## config.mk

```make
export PLATFORM = sky130hd
export DESIGN_NAME = fxp_int_accum_flat
export DESIGN_NICKNAME = d
export VERILOG_FILES = /design/src/rtl/fxp_pkg.sv /design/src/rtl/fxp_int_accum_if.sv /design/src/rtl/fxp_sat_add.sv /design/src/rtl/fxp_int_accum.sv /design/src/flat_wrapper.sv
export SDC_FILE = /design/constraint.sdc
export NUM_CORES = 1
export LEC_CHECK = 0
export CORE_MARGIN = 2
export CORE_UTILIZATION = 40
export CTS_CLUSTER_SIZE = 8
export DETAILED_ROUTE_END_ITERATION = 16
export PLACE_DENSITY = 0.71
export SETUP_SLACK_MARGIN = 0.3
export SYNTH_ARGS = -nofsm -noshare
export SYNTH_HDL_FRONTEND = slang
export SYNTH_HIERARCHICAL = 1
export SYNTH_SLANG_ARGS = --single-unit
```

## constraint.sdc

```tcl
create_clock -name clk -period 2.5 [get_ports clk]
set_clock_uncertainty 0.2 [all_clocks]
set_input_delay 0.5 -clock clk [delete_from_list [all_inputs] [get_ports clk]]
set_output_delay 0.5 -clock clk [all_outputs]
set_load 0.02 [all_outputs]
```

## src/rtl/fxp_pkg.sv

```systemverilog
// Shared fixed-point helpers: FSM state encoding, saturation limits and a
// fixed-point-to-real conversion for benches.
package fxp_pkg;

   typedef enum logic {
      ST_ACCUM = 1'b0,
      ST_HOLD  = 1'b1
   } state_t;

   function automatic int sat_max(input int w);
      return (1 << (w - 1)) - 1;
   endfunction

   function automatic int sat_min(input int w);
      return -(1 << (w - 1));
   endfunction

   function automatic real fxp_to_real(input longint v, input int wf);
      return real'(v) / (2.0 ** wf);
   endfunction

endpackage

```

## src/rtl/fxp_int_accum_if.sv

```systemverilog
// Sample-in / frame-out stream bundle for fxp_int_accum; slave is the block side.
interface fxp_int_accum_if #(
   parameter int WI = 3,
   parameter int WF = 4,
   parameter int WA = 6
);
   logic                 in_valid;
   logic                 in_ready;
   logic [WI+WF-1:0]     in_data;
   logic                 in_oflag;
   logic                 out_valid;
   logic                 out_ready;
   logic signed [WA-1:0] out_sum;
   logic                 out_ovf;
   logic                 out_frac_err;

   modport slave (
      input  in_valid, in_data, in_oflag, out_ready,
      output in_ready, out_valid, out_sum, out_ovf, out_frac_err
   );

   modport master (
      output in_valid, in_data, in_oflag, out_ready,
      input  in_ready, out_valid, out_sum, out_ovf, out_frac_err
   );
endinterface

```

## src/rtl/fxp_sat_add.sv

```systemverilog
// W-bit signed saturating adder; sat flags that the result was clamped.
module fxp_sat_add
   import fxp_pkg::*;
#(
   parameter int W = 6
) (
   input  logic signed [W-1:0] a,
   input  logic signed [W-1:0] b,
   output logic signed [W-1:0] y,
   output logic                sat
);
   logic signed [W:0] s;

   // One guard bit: overflow shows up as disagreeing top two bits.
   assign s = {a[W-1], a} + {b[W-1], b};

   always_comb begin
      y   = s[W-1:0];
      sat = 1'b0;
      if (s[W] != s[W-1]) begin
         sat = 1'b1;
         y   = s[W] ? W'(sat_min(W)) : W'(sat_max(W));
      end
   end
endmodule

```

## src/rtl/fxp_int_accum.sv

```systemverilog
// Accumulates integer parts of N ceil results into a saturating frame sum.
// Optional FXP_ACC_FRAC_CHK_EN flags accepted samples with nonzero fraction bits.
module fxp_int_accum
   import fxp_pkg::*;
#(
   parameter int WI = 3,
   parameter int WF = 4,
   parameter int N  = 4,
   parameter int WA = 6
) (
   input  logic             clk,
   input  logic             rst_n,
   fxp_int_accum_if.slave   io
);
   localparam int CW = $clog2(N + 1);

   state_t               state;
   logic [CW-1:0]        cnt;
   logic signed [WA-1:0] acc;
   logic signed [WA-1:0] ip;
   logic signed [WA-1:0] sum;
   logic                 sat;
   logic                 ovf;
   logic                 frac_err;
   logic                 frac_hit;
   logic                 in_ready_q;
   logic                 out_valid_q;
   logic                 accept;

   assign ip     = WA'($signed(io.in_data[WI+WF-1:WF]));
   assign accept = io.in_valid & in_ready_q;

`ifdef FXP_ACC_FRAC_CHK_EN
   assign frac_hit = |io.in_data[WF-1:0];
`else
   logic unused_frac;
   assign unused_frac = ^io.in_data[WF-1:0];
   assign frac_hit    = 1'b0;
`endif

   fxp_sat_add #(.W(WA)) u_add (
      .a   (acc),
      .b   (ip),
      .y   (sum),
      .sat (sat)
   );

   always_ff @(posedge clk) begin
      if (!rst_n) begin
         state       <= ST_ACCUM;
         acc         <= '0;
         cnt         <= '0;
         ovf         <= 1'b0;
         frac_err    <= 1'b0;
         in_ready_q  <= 1'b1;
         out_valid_q <= 1'b0;
      end else begin
         case (state)
            ST_ACCUM: if (accept) begin
               acc      <= sum;
               ovf      <= ovf | sat | io.in_oflag;
               frac_err <= frac_err | frac_hit;
               cnt      <= cnt + 1'b1;
               if (cnt == CW'(N - 1)) begin
                  state       <= ST_HOLD;
                  in_ready_q  <= 1'b0;
                  out_valid_q <= 1'b1;
               end
            end
            // Clearing on release costs one bubble before the next frame.
            ST_HOLD: if (io.out_ready) begin
               state       <= ST_ACCUM;
               acc         <= '0;
               cnt         <= '0;
               ovf         <= 1'b0;
               frac_err    <= 1'b0;
               in_ready_q  <= 1'b1;
               out_valid_q <= 1'b0;
            end
            default: state <= ST_ACCUM;
         endcase
      end
   end

   assign io.in_ready     = in_ready_q;
   assign io.out_valid    = out_valid_q;
   assign io.out_sum      = acc;
   assign io.out_ovf      = ovf;
   assign io.out_frac_err = frac_err;
endmodule

```

## src/flat_wrapper.sv

```systemverilog
// flat-port wrapper written by rule: the top's interface ports become plain ports
module fxp_int_accum_flat import fxp_pkg::*;
#(
   parameter int WI = 3,
   parameter int WF = 4,
   parameter int N  = 4,
   parameter int WA = 6
)
  (clk, rst_n, io_in_valid, io_in_data, io_in_oflag, io_out_ready, io_in_ready, io_out_valid, io_out_sum, io_out_ovf, io_out_frac_err);
  fxp_int_accum_if #(.WI(WI), .WF(WF), .WA(WA)) io_i ();
  input  logic clk;
  input  logic rst_n;
  input wire logic [$bits(io_i.in_valid)-1:0] io_in_valid;
  input wire logic [$bits(io_i.in_data)-1:0] io_in_data;
  input wire logic [$bits(io_i.in_oflag)-1:0] io_in_oflag;
  input wire logic [$bits(io_i.out_ready)-1:0] io_out_ready;
  output wire logic [$bits(io_i.in_ready)-1:0] io_in_ready;
  output wire logic [$bits(io_i.out_valid)-1:0] io_out_valid;
  output wire logic [$bits(io_i.out_sum)-1:0] io_out_sum;
  output wire logic [$bits(io_i.out_ovf)-1:0] io_out_ovf;
  output wire logic [$bits(io_i.out_frac_err)-1:0] io_out_frac_err;
  assign io_i.in_valid = io_in_valid;
  assign io_i.in_data = io_in_data;
  assign io_i.in_oflag = io_in_oflag;
  assign io_i.out_ready = io_out_ready;
  assign io_in_ready = io_i.in_ready;
  assign io_out_valid = io_i.out_valid;
  assign io_out_sum = io_i.out_sum;
  assign io_out_ovf = io_i.out_ovf;
  assign io_out_frac_err = io_i.out_frac_err;
  fxp_int_accum #(.WI(WI), .WF(WF), .N(N), .WA(WA)) u_core (.clk(clk), .rst_n(rst_n), .io(io_i));
endmodule
```

# Word-level counts from Yosys, hierarchy flattened
# Cells that the tools add are included.
# word_totals
regBits	14
# op_classes
addsub	2
n_eq_ne	5
muxes	24
bitwise_logic	4
reduce_logical	3
# op_table
operator	n
6-bit 2-to-1 mux	4
1-bit 2-to-1 mux	12
6-bit one-hot mux with 2 select lines	1
1-bit one-hot mux with 2 select lines	4
6-bit by 3-bit adder with 7-bit output	1
3-bit 2-to-1 mux	2
3-bit one-hot mux with 2 select lines	1
2-bit by 1-bit inequality test with 1-bit output, second input constant	2
2-bit AND reduction	2
3-bit by 1-bit adder with 3-bit output, second input constant	1
3-bit by 2-bit equality test with 1-bit output, second input constant	1
3-bit AND reduction	1
2-bit inequality test, second input constant	1
1-bit OR	2
1-bit AND	1
1-bit inequality test	1
1-bit NOT	1

# Logic depth before layout (Yosys ltp)
# logic_depth
depth_word	7
depth_mapped	11
depth_no_buf	11

# By module
# Netlist, hierarchy kept.
# by_module_without_submodules
mod	n_inst	cells_each	area_each_um2
fxp_int_accum	1	61	599.3
fxp_sat_add	1	46	377.9

# Worst setup path before layout
# No wires, ideal clock.
# synth_path
path_kind	register to register
start	register u_core.acc[0] (netlist: u_core/io.out_sum[0])
end	register u_core.acc[2] (netlist: u_core/io.out_sum[2])
setup_ps	115
arrival_time_ps	2057
required_time_ps	2185
path_slack_ps	128
stages_incl_launch_ff	12
n_path_buf	0
path_cell_list	dfxtp_1 > ha_1 > inv_1 > fa_1 > nand2b_1 > nand2_1 > a21oi_1 > o211a_1 > nor3_4 > o21ai_1 > nand2_1 > o21ai_2
# synth_between
elab_chain_cells	5
word_cells_on_any_way	6
classes_between	add/sub (1); eq/ne (1); mux (4)
# synth_lines
item	line	text
start: declaration	fxp_int_accum.sv:19	logic signed [WA-1:0] acc;
start signal: assignment	fxp_int_accum.sv:60	acc <= sum;
6-bit by 3-bit adder with 7-bit output *	fxp_sat_add.sv:15	assign s = {a[W-1], a} + {b[W-1], b};
6-bit 2-to-1 mux or 1-bit inequality test (tied branches)	fxp_sat_add.sv:22, fxp_sat_add.sv:20	
6-bit 2-to-1 mux *	fxp_sat_add.sv:20	if (s[W] != s[W-1]) begin
named net u_core.sum[2]	fxp_int_accum.sv:21	logic signed [WA-1:0] sum;
6-bit 2-to-1 mux *	fxp_int_accum.sv:59	ST_ACCUM: if (accept) begin
6-bit one-hot mux with 2 select lines *	fxp_int_accum.sv:58	case (state)
# Mark *: on every way through the listed nets, which the timed path passes. The rest lies on a longest branch. The select of a mux whose other input is x is not followed.
# A chain may end at the register's enable or synchronous reset.

# Worst setup path in the final report
# layout_path
start	register u_core.acc[0] (netlist: u_core/io.out_sum[0])
end	register u_core.ovf (netlist: u_core/io.out_ovf)
# layout_between
elab_chain_cells	7
# layout_lines
item	line	text
6-bit by 3-bit adder with 7-bit output	fxp_sat_add.sv:15	
1-bit inequality test	fxp_sat_add.sv:20	
1-bit 2-to-1 mux	fxp_sat_add.sv:20	
named net u_core.sat	fxp_int_accum.sv:22	logic sat;
1-bit OR (2 in a row)	fxp_int_accum.sv:61	ovf <= ovf | sat | io.in_oflag;
1-bit 2-to-1 mux	fxp_int_accum.sv:59	
1-bit one-hot mux with 2 select lines	fxp_int_accum.sv:58	
end signal: assignment	fxp_int_accum.sv:61	
end: declaration	fxp_int_accum.sv:23	logic ovf;
# The timed path passes the listed nets, and every way through them passes these cells. The select of a mux whose other input is x is not followed.

==> impl_metrics.toml <==
[clocking]
path_clk_slew_ps = 80
htree_num_levels = 1
clockBufferDepth = 2
clock_latency_ps = 280
cts-buffers-inserted = 3
cts_sinks = 13
cts_tree = "yes"
cts-root-buf = "clkbuf_4"

[timing]
hold_violations = 0
final.min_clock_period_ps = 2170
tightest_slew_ps = 601
clock.fmax_mhz = 462
finalMaxSlewViolations = 0
fin_crit_sh = 0.867
maxSlewHeadroom = 0.597
rsz0062_at_grt = "true"
timing.hold.ws_ps = 279
setup_viol = 0

[route]
drt_pass1_iterations = 4
drt_iter0_drc = 20
viasPerCell = 5.07
wl_per_cell_um = 11.9
route.vias.total = 851
routed_wl_mm = 2.00
drt.antenna.violating_nets = 0
drc = 0

[synthesis]
synth_compound_area_frac = 0.275
synth_area_um2 = 977
synth_warnings = 6
syn_nets = 128
muxShareOfSynthArea = 0.0115
netlist_instances = 107
synth-seq-area-share = 0.266
syn_avg_cell_area_um2 = 9.13
yosys.area_share.xor_xnor = 0.0269
synth_top_family_by_area = "compound AO/OA/AOI/OAI gates"
synth_seq_cells = 13
yosysUniqueCellTypes = 35
synthSimpleGateAreaFrac = 0.219
yosys.area_share.adder = 0.123

[setup_path]
crit_type = "register to register"
cp_cell_sequence = "ha_4, inv_2, fa_2, nand2b_4, nand2_4, buf_4, nand4_1, a21oi_2, nor3_4, nor2_1, nor2_1, o21a_1"
cp-end-kind = "register"
cp_common_cell = "nor2_1"
max_stage_delay_ps = 360
required_ps = 2480
crit_slowest_cell = "dfxtp_2"
start_kind = "register"
cpLargestDelayFamily = "simple AND/OR/NAND/NOR gates"
cp_max_fo = 6
arrival_ps = 2140
cp.buffers_inverters = 2

[floorplanning]
initial_core_util = 0.433
pin_count = 22
die_w_um = 53.4
dieArea_mm2 = 0.00285
die_h_um = 53.4
placementRows = 17
core_mm2 = 0.00225

[grt]
grt_pass1_vias = 828
grt_first_pass_wirelength_mm = 3.39
met3_usage = 0.0198
grt_max_degree = 20
antenna_found_initial = 0
use_met1 = 0.189
busiest_layer = "met2"
grtUsageTotal = 0.165
grt_remaining_overflow = 0
use_met2 = 0.286

[layout]
final_cell_mix = "18 x buf_4, 13 x clkdlybuf4s50_1, 11 x dfxtp_1"
finalInstanceArea_mm2 = 0.00135
drive_gt1_frac = 0.386
nNetsFinal = 162
num_antenna_cells = 0
final_common_cell = "buf_4"
area_delta_synth_final_pct = 37.6
fin_cells = 168

[place]
port_buffers = 16
place_area_mm2 = 0.00127
gp_congestion = 0.760
dp_cells = 161
place_hpwl_mm = 1.53

[run_status]
status = "finished, final reports clean"

[worst_hold_path]
hp-class = "register to register"

[power_and_ir_drop]
ir_drop_v = 0.000413
p_leak_nw = 0.553
powerDensity_mw_per_mm2 = 812

[job]
cap_viol_max_count = 0
==> per-stage QoR <==
step                setup TNS (ps)  worst slack (ps)  utilization  total power [mW]
finish                           0               333        0.597              1.09
global placement             -2190              -339        0.563             0.910
detailed placement           -2400              -362        0.563             0.921
global route                     0               241        0.597              1.18
floorplan                        0               290            -             0.714
CTS                              0               275        0.592              1.10
==> worst register-to-register path: stages (launching register included) <==
cell,delay (ps)
dfxtp_2,360
ha_4,130
inv_2,30
fa_2,330
nand2b_4,170
nand2_4,60
buf_4,110
nand4_1,100
a21oi_2,180
nor3_4,80
nor2_1,100
nor2_1,50
o21a_1,170
==> layer usage <==
| metal | vias up | routed length (um) |
|---|---|---|
| li1 | 449 | - |
| met1 | 388 | 932 |
| met2 | 10 | 984 |
| met3 | 4 | 42 |
| met4 | 0 | 40 |
| met5 | - | 0 |
==> state kept, by name, summed over array words and instances, names as in the netlist <==
name / flops
u_core/io.out_sum: 6
u_core/cnt: 3
u_core/io.in_ready: 1
u_core/io.out_ovf: 1
u_core/io.out_valid: 1
u_core/state: 1
==> kinds of logic (layout without fill, tap and decap cells) <==
logic type / Yosys count / in the layout
simple gates: 36 / 36
compound gates: 33 / 33
flops: 13 / 13
buf+inv: 11 / 44
fa+ha+maj: 9 / 9
xor+xnor: 3 / 3
other cells: 1 / 1
mux: 1 / 1
==> timing repair <==
item                                   in CTS  in global routing
setup endpoints to repair                   7                  6
setup buffers                               2                  1
pin swaps                                   8                  7
resized for setup                          13                  1
endpoints found under the hold margin       0                  0
hold buffers                                0                  0
==> cell type report <==
cell class	count	area [um2]
clock buffer	4	26.3
fill	213	910
inverter	6	22.5
multi-input combinational	83	707
sequential	13	263
tap	28	35.0
timing repair buffer	34	292
==> report_power, final <==
part / switching (mW) / internal (mW) / leakage, nW
Combinational: 0.335 / 0.343 / 0.431
Sequential: 0.0383 / 0.246 / 0.107
Clock: 0.0683 / 0.0619 / 0.0150
Total: 0.441 / 0.650 / 0.553
==> final timing paths <==
check / end / cells past startpoint / start / slack [ps]
worst max-delay path: u_core/io.out_ovf / 12 / u_core/io.out_sum[0] / 330
worst min-delay path: u_core/io.out_ovf / 1 / u_core/io.out_ovf / 280
worst max register to register: u_core/io.out_ovf / 12 / u_core/io.out_sum[0] / 330
worst min register to register: u_core/io.out_ovf / 1 / u_core/io.out_ovf / 280
==> cells in the mapped netlist <==
cell	count	area (um2)
dfxtp_1	13	260
nand3_1	10	50.1
nand2_1	9	33.8
ha_1	8	100
o21ai_2	8	70.1
o21ai_1	7	35.0
a21oi_1	6	30.0
inv_1	6	22.5
nor2_1	6	22.5
nand2b_1	3	18.8
o21a_1	3	22.5
xor2_1	3	26.3
a21o_1	2	15.0
buf_4	2	15.0
a2111oi_4	1	27.5
a21boi_2	1	11.3
a21oi_2	1	8.76
a22oi_2	1	12.5
a31oi_4	1	21.3
and2_1	1	6.26
and3b_2	1	10.0
buf_12	1	20.0
buf_6	1	11.3
clkbuf_1	1	3.75
conb_1	1	3.75
fa_1	1	20.0
mux2_2	1	11.3
nand2_2	1	6.26
nand3_4	1	17.5
nand3b_4	1	20.0
nand4_1	1	6.26
nor2b_1	1	6.26
nor3_4	1	16.3
o211a_1	1	10.0
o21ai_0	1	5.00
(Power assumes the default switching activity.)
